`config.mk`:
```
export PLATFORM = sky130hd
export DESIGN_NAME = mod3_job_scheduler
export DESIGN_NICKNAME = d
export VERILOG_FILES = /design/src/rtl/mod3_job_scheduler.sv
export SDC_FILE = /design/constraint.sdc
export NUM_CORES = 1
export LEC_CHECK = 0
export CORE_UTILIZATION = 54
export CTS_BUF_LIST = sky130_fd_sc_hd__clkbuf_2 sky130_fd_sc_hd__clkbuf_4 sky130_fd_sc_hd__clkbuf_8
export DETAILED_ROUTE_END_ITERATION = 10
export GPL_ROUTABILITY_DRIVEN = 1
export PLACE_DENSITY = 0.82
export SLEW_MARGIN = 10
export SYNTH_ARGS = -nofsm -noshare
export SYNTH_HDL_FRONTEND = slang
export SYNTH_SLANG_ARGS = --single-unit
```
`constraint.sdc`:
```
create_clock -name clk -period 4.1 [get_ports clk]
set_clock_uncertainty 0.15 [all_clocks]
set_input_delay 0.82 -clock clk [delete_from_list [all_inputs] [get_ports clk]]
set_output_delay 0.82 -clock clk [all_outputs]
set_load 0.05 [all_outputs]
```
`src/rtl/mod3_job_scheduler.sv`:
```
// Round-robin front end that time-shares one bit-serial mod-3 engine between
// NREQ word-level requesters and returns each remainder tagged with its requester id.
module mod3_job_scheduler #(
    parameter int W    = 8,
    parameter int NREQ = 2,
    localparam int IDW = (NREQ > 1) ? $clog2(NREQ) : 1
) (
    input  logic              clk,
    input  logic              rst,
    input  logic [NREQ-1:0]   req_valid,
    input  logic [NREQ*W-1:0] req_data,
    output logic [NREQ-1:0]   req_ready,
    output logic              eng_clr,
    output logic              eng_bit,
    input  logic [1:0]        eng_rem,
    output logic              resp_valid,
    input  logic              resp_ready,
    output logic [IDW-1:0]    resp_id,
    output logic [1:0]        resp_rem,
    output logic              resp_div3,
    output logic              busy,
    output logic              mism
);
    localparam int CNTW = $clog2(W);

    typedef enum logic [1:0] {S_IDLE, S_SHIFT, S_WAIT, S_RESP} state_t;

    // valid/ready: a transfer happens on any rising edge where both are high;
    // req_valid/req_data and resp_* stay stable until their transfer completes.
    state_t          state, state_nxt;
    logic [IDW-1:0]  rr_ptr, id, grant, cand;
    logic [IDW:0]    sum;
    logic            any_valid;
    logic [W-1:0]    shreg, chk_word, chk_mod, word_sel;
    logic [CNTW-1:0] cnt;

    // Scan from highest offset down so the last hit is the first valid at/after rr_ptr.
    always_comb begin
        grant     = '0;
        any_valid = 1'b0;
        sum       = '0;
        cand      = '0;
        for (int k = NREQ - 1; k >= 0; k--) begin
            sum = {1'b0, rr_ptr} + (IDW+1)'(k);
            if (sum >= (IDW+1)'(NREQ))
                sum = sum - (IDW+1)'(NREQ);
            cand = sum[IDW-1:0];
            if (req_valid[cand]) begin
                grant     = cand;
                any_valid = 1'b1;
            end
        end
    end

    assign word_sel = req_data[int'(grant)*W +: W];
    assign chk_mod  = chk_word % W'(3);

    always_comb begin
        state_nxt = state;
        req_ready = '0;
        eng_clr   = 1'b1;
        eng_bit   = 1'b0;
        busy      = (state != S_IDLE);
        case (state)
            S_IDLE: begin
                if (any_valid && rst) begin
                    req_ready[grant] = 1'b1;
                    state_nxt        = S_SHIFT;
                end
            end
            S_SHIFT: begin
                eng_clr = 1'b0;
                eng_bit = shreg[W-1];
                if (cnt == '0)
                    state_nxt = S_WAIT;
            end
            S_WAIT: state_nxt = S_RESP;
            S_RESP: begin
                if (resp_ready)
                    state_nxt = S_IDLE;
            end
            default: state_nxt = S_IDLE;
        endcase
    end

    always_ff @(posedge clk) begin
        if (!rst) begin
            state      <= S_IDLE;
            rr_ptr     <= '0;
            id         <= '0;
            shreg      <= '0;
            chk_word   <= '0;
            cnt        <= '0;
            resp_valid <= 1'b0;
            resp_id    <= '0;
            resp_rem   <= 2'd0;
            resp_div3  <= 1'b0;
            mism       <= 1'b0;
        end else begin
            state <= state_nxt;
            case (state)
                S_IDLE: begin
                    if (any_valid) begin
                        shreg    <= word_sel;
                        chk_word <= word_sel;
                        id       <= grant;
                        cnt      <= CNTW'(W - 1);
                    end
                end
                S_SHIFT: begin
                    shreg <= shreg << 1;
                    if (cnt != '0)
                        cnt <= cnt - 1'b1;
                end
                S_WAIT: begin
                    resp_valid <= 1'b1;
                    resp_rem   <= eng_rem;
                    resp_div3  <= (eng_rem == 2'd0);
                    resp_id    <= id;
                    // Cross-check the engine against a direct modulo of the latched word.
                    if (eng_rem != chk_mod[1:0] || eng_rem == 2'd3)
                        mism <= 1'b1;
                end
                S_RESP: begin
                    if (resp_ready) begin
                        resp_valid <= 1'b0;
                        rr_ptr     <= (id == IDW'(NREQ - 1)) ? '0 : id + 1'b1;
                    end
                end
                default: ;
            endcase
        end
    end

endmodule

```
==> metrics, run 1 <==
TritonRoute pass-1 iters=4; Crit path arrival time=3.89 ns; Avg Cell Area, Syn=7.92 um^2; Final Critical Period=3.82 ns; clock tree buffer depth=2; Congestion Overflow GR=0; vias in the first global route=1380; Die Wd=60.8 um; met3 wire length=134 um; CTS resizes=0; Worst Setup End Kind=register; Core Area=0.00318 mm^2; largest net degree at the start of global routing=27; Hold WS=0.318 ns; All-Layer GR Usage=0.214; Pwr Density=760 mW/mm^2; setup TNS=0 ns; CTS tree=built; Worst-Margin Slew=0.692 ns; CP required=4.17 ns; port bufs=33; Post-Layout Cell Count=309; CP Max Fanout=12; Hold Path Origin=cnt[0]$_SDFFE_PN0P_; starting density of the core=0.588; DRC viols=0; DR vias=1708; max incr delay on CP=0.44 ns; die height=60.8 um; Final period util=0.932; worst vdd ir=0.683 mV; clock-pin slew on the worst setup and hold paths=0.09 ns; Detail Route Antenna Nets=0; RSZ-0062 raised after global routing=false; Yosys Warn Count=0; largest cells by area after synthesis=dfxtp_1, nor2_1, mux2i_1; origin of the critical flop-to-flop path=chk_word[6]$_SDFFE_PN0P_; EDFF count, synth=0; Core Rows=20; CTS Sinks=29; critical path cell sequence=and2b_4 -> mux2_2 -> a22oi_1 -> a31oi_1 -> nor2b_1 -> ha_2 -> inv_1 -> and3_1 -> o21bai_1 -> o21ai_0 -> or3_1 -> ha_1 -> inv_1 -> o41ai_4 -> or4_1 -> o21ai_1 -> a31oi_1; worst hold path type=register to register; DR iter-0 viols=146; Max-Cap Viols=0; Post-Syn Area=0.00187 mm^2; flop2flop setup slack=0.28 ns; share of cells above drive strength 1=0.106; Yosys top cell by area=dfxtp_1; Final Hold Fails=0; status=finished clean; initial antenna violation count=0; clk_lat worst skew=0.33 ns; Area Overhead vs Synth=22.0%; Post-CTS Setup Bufs=0; Mapped Cells=236; Max Used Layer=met4; Finish-stage setup viols=0; Max Slew Vio Count=0; crit path launch=chk_word[6]$_SDFFE_PN0P_; Distinct cells, synth=57; top cells by count, synth=nor2_1, dfxtp_1, a21oi_1; static leakage=0.911 nW; total CTS buffers=5; wirelength, routed=3770 um; nets=295; sequential share of the synthesized area=0.311; ant diodes=0; Die Area=0.00370 mm^2; vias per cell=5.53; CP startpoint kind=register; WL met2=1810 um; most frequent cell after synthesis=nor2_1; FF+latch count, synth=29; wl on met1=1770 um; Setup WS pre-CTS=0.141 ns; root buf cell=clkbuf_4; Slew HR=0.536; number of placed instances, taps included=301; crit path kind=register to register; Syn Nets=267; final worst setup slack=0.277 ns; CTS Hold Buffers Added=0; Critical Path Slowest Stage Cell=dfxtp_2; io pins=34; Highest Clock Rate=0.262 GHz; Final GP Congestion=0.765; Detailed Place HPWL=2740 um; Synth top area share=0.311; prevailing post-synth register cell=dfxtp_1; Async SR Flop Fraction=0; Core Util, Final=0.718; Routed wire per std cell=12.2 um; H-tree level count=2; global-route wire length before repair=5810 um
[flip-flops by register name, summed over array words and instances, names as in the netlist]
signal / flops
state: 2
resp_rem: 2
chk_word: 8
resp_div3: 1
rr_ptr: 1
id: 1
shreg: 8
resp_valid: 1
mism: 1
cnt: 3
resp_id: 1
[logic make-up (layout without fill, tap and decap cells)]
group	after synthesis	count (layout)	synth area share
buffers and inverters	29	58	0.0696
flip-flops	29	29	0.311
multiplexers	13	13	0.0703
AO/OA/AOI/OAI	62	62	0.232
adder cells (fa/ha/maj)	8	8	0.0535
XOR/XNOR	4	4	0.0187
AND/OR/NAND/NOR	91	91	0.245
[layout make-up]
cell class / count / area [um^2]
inverter: 13 / 48.8
tap: 44 / 55.1
clock buffer: 7 / 65.1
fill: 277 / 897
multi-input combinational: 178 / 1160
timing repair buffer: 37 / 360
sequential: 29 / 586
clock inverter: 1 / 5.00
[worst max-delay path: cells and delay by family (launching register included)]
| family | cells | cell delay, ns |
|---|---|---|
| simple gates | 5 | 1.39 |
| compound gates | 7 | 0.88 |
| fa+ha+maj | 2 | 0.45 |
| flops | 1 | 0.44 |
| mux | 1 | 0.25 |
| buf+inv | 2 | 0.17 |
[report_power, final]
group	switching, mW	leakage (nW)	internal, mW	total [mW]
clock network	0.0989	0.0413	0.0992	0.198
registers	0.122	0.240	0.380	0.502
logic	0.573	0.630	0.460	1.03
total	0.794	0.911	0.939	1.73
[per-stage QoR]
step                power (mW)  area, um^2
global route              1.88        2280
CTS                       1.74        2270
finish                    1.73        2280
global placement          1.51        2200
detailed placement        1.53        2200
floorplan                 1.33        1870
[worst paths after layout]
path                         end  cells past startpoint
max            mism$_SDFFE_PN0P_                     17
min          cnt[0]$_SDFFE_PN0P_                      1
max reg2reg    mism$_SDFFE_PN0P_                     17
min reg2reg  cnt[0]$_SDFFE_PN0P_                      1
[cells in the final DEF, fill, tap and decap left out, types with 3 or more instances in the layout]
cell type	count
dfxtp_1	25
dfxtp_2	4
o21ai_0	7
nand4_1	4
clkdlybuf4s50_1	33
a211oi_1	13
nand2_1	5
mux2i_1	12
a31oi_1	3
clkbuf_4	5
a21oi_1	20
nor2_1	55
xor2_1	3
buf_4	4
inv_1	12
ha_1	7
[per-layer routing]
metal | track usage | vias to the layer above
met2 | 0.352 | 28
met4 | 0.0779 | 0
met1 | 0.267 | 775
met5 | 0 | -
li1 | - | 898
met3 | 0.0618 | 7
Note: power is estimated with default switching activity, not from simulation.
==> run 2: changes to the inputs <==
- SETUP_SLACK_MARGIN: unset -> 0.2
==> run 2 against run 1 <==
Net effect: first-iteration DRC count is 15% higher; cell area is 0.77% higher; highest routed layer unchanged; critical path depth stayed put; via count is 0.12% higher; critical endpoint unchanged; total power is 1.6% higher.
==> metrics, run 2 (same netlist as run 1, synthesis figures left out) <==
root buf cell=clkbuf_4; Die Wd=60.8 um; Post-Layout Cell Count=309; ant diodes=0; worst hold path type=register to register; total CTS buffers=5; Slew HR=0.534; worst vdd ir=0.684 mV; power share of the clock group=0.113; Final Critical Period=3.72 ns; clock-pin slew on the worst setup and hold paths=0.09 ns; All-Layer GR Usage=0.216; Hold WS=0.319 ns; final worst setup slack=0.377 ns; Post-CTS Setup Bufs=0; vias in the first global route=1390; switching power=0.803 mW; DR iter-0 viols=168; Int Power=0.957 mW; nets=295; number of placed instances, taps included=301; most common cell after layout, fill and taps aside=nor2_1; initial antenna violation count=0; CP required=4.17 ns; top flop regs=chk_word x8, shreg x8, cnt x3; CP Max Fanout=12; DR vias=1710; Worst Setup End Kind=register; share of cells above drive strength 1=0.121; post-route cell area=0.00230 mm^2; CTS Hold Buffers Added=0; Max Slew Vio Count=0; Final period util=0.908; Worst-Margin Slew=0.694 ns; Detailed Place HPWL=2740 um; die height=60.8 um; clock tree buffer depth=2; Final Hold Fails=0; Area Overhead vs Synth=23.0%; static leakage=0.912 nW; Routed wire per std cell=12.4 um; TritonRoute pass-1 iters=4; switch share=0.456; Setup WS pre-CTS=0.141 ns; global-route wire length before repair=5860 um; Finish-stage setup viols=0; status=finished clean; most frequent cells in the layout=nor2_1, clkdlybuf4s50_1, dfxtp_1; DRC viols=0; Crit path arrival time=3.79 ns; share of power burned in registers=0.289; CTS Sinks=29; CTS tree=built; Highest Clock Rate=0.269 GHz; placed cell areas=0.00220 mm^2; wirelength, routed=3840 um; port bufs=33; Detail Route Antenna Nets=0; starting density of the core=0.588; largest net degree at the start of global routing=27; Core Area=0.00318 mm^2; Pwr Density=766 mW/mm^2; io pins=34; Core Rows=20; Congestion Overflow GR=0; RSZ-0062 raised after global routing=false; Die Area=0.00370 mm^2; Final GP Congestion=0.765; Fillers=276; setup TNS=0 ns; CP startpoint kind=register; crit path kind=register to register; vias per cell=5.53; Max-Cap Viols=0; H-tree level count=2; clk_lat worst skew=0.33 ns; Comb power frac=0.599
-- run 2: cell counts in the layout (fill, tap and decap cells not counted) --
Identical to the previous run, type by type.
-- run 2: layout make-up --
type	count	area [um^2]	share of cell area
inverters	13	48.8	0.0212
well taps	44	55.1	0.0240
multi-input cells	178	1170	0.510
clock inverters	1	5.00	0.00218
flip-flops and latches	29	593	0.258
repair buffers	37	360	0.157
clock buffers	7	65.1	0.0283
-- run 2: repair_timing --
item                                   4_1_cts  5_1_grt
setup endpoints to repair                    1        1
gates resized for setup                      2        9
endpoints found under the hold margin        0        0
cloned                                       0        0
-- run 2: power by group through the flow --
stage	clock network (mW)	registers [mW]	logic, mW
3_5_place_dp	0	0.501	1.03
4_1_cts	0.205	0.496	1.04
3_3_place_gp	0	0.497	1.01
6_report	0.198	0.508	1.05
5_1_grt	0.218	0.522	1.16
2_1_floorplan	0	0.472	0.860
-- run 2: worst paths after layout --
| path | start | end | slack, ns | cells after the start |
|---|---|---|---|---|
| worst max-delay path | chk_word[6]$_SDFFE_PN0P_ | mism$_SDFFE_PN0P_ | 0.38 | 17 |
| worst max register to register | chk_word[6]$_SDFFE_PN0P_ | mism$_SDFFE_PN0P_ | 0.38 | 17 |
| worst min register to register | cnt[0]$_SDFFE_PN0P_ | cnt[0]$_SDFFE_PN0P_ | 0.32 | 1 |
| worst min-delay path | cnt[0]$_SDFFE_PN0P_ | cnt[0]$_SDFFE_PN0P_ | 0.32 | 1 |
-- run 2: worst max-delay path, cell delays in order, from the launching register on --
cell and delay, ns:
dfxtp_4 0.41, and2b_4 0.21, mux2_2 0.26, a22oi_2 0.16, a31oi_1 0.15, nor2b_1 0.15
ha_2 0.24, inv_1 0.09, and3_1 0.20, o21bai_1 0.13, o21ai_0 0.09, or3_4 0.41
ha_1 0.19, inv_1 0.09, o41ai_4 0.09, or4_1 0.40, o21ai_1 0.14, a31oi_1 0.05
-- run 2: metrics by stage --
stage               power, mW  utilization
floorplan                1.33            -
global placement         1.51        0.693
detailed placement       1.53        0.693
CTS                      1.74        0.716
global route             1.90        0.723
finish                   1.76        0.723
-- run 2: per-layer routing --
metal / up-vias / GRT usage / part of all wire
met2: 28 / 0.358 / 0.48
met3: 7 / 0.0618 / 0.036
met4: 0 / 0.0779 / 0.014
li1: 896 / - / -
met5: - / 0 / 0
met1: 779 / 0.267 / 0.47
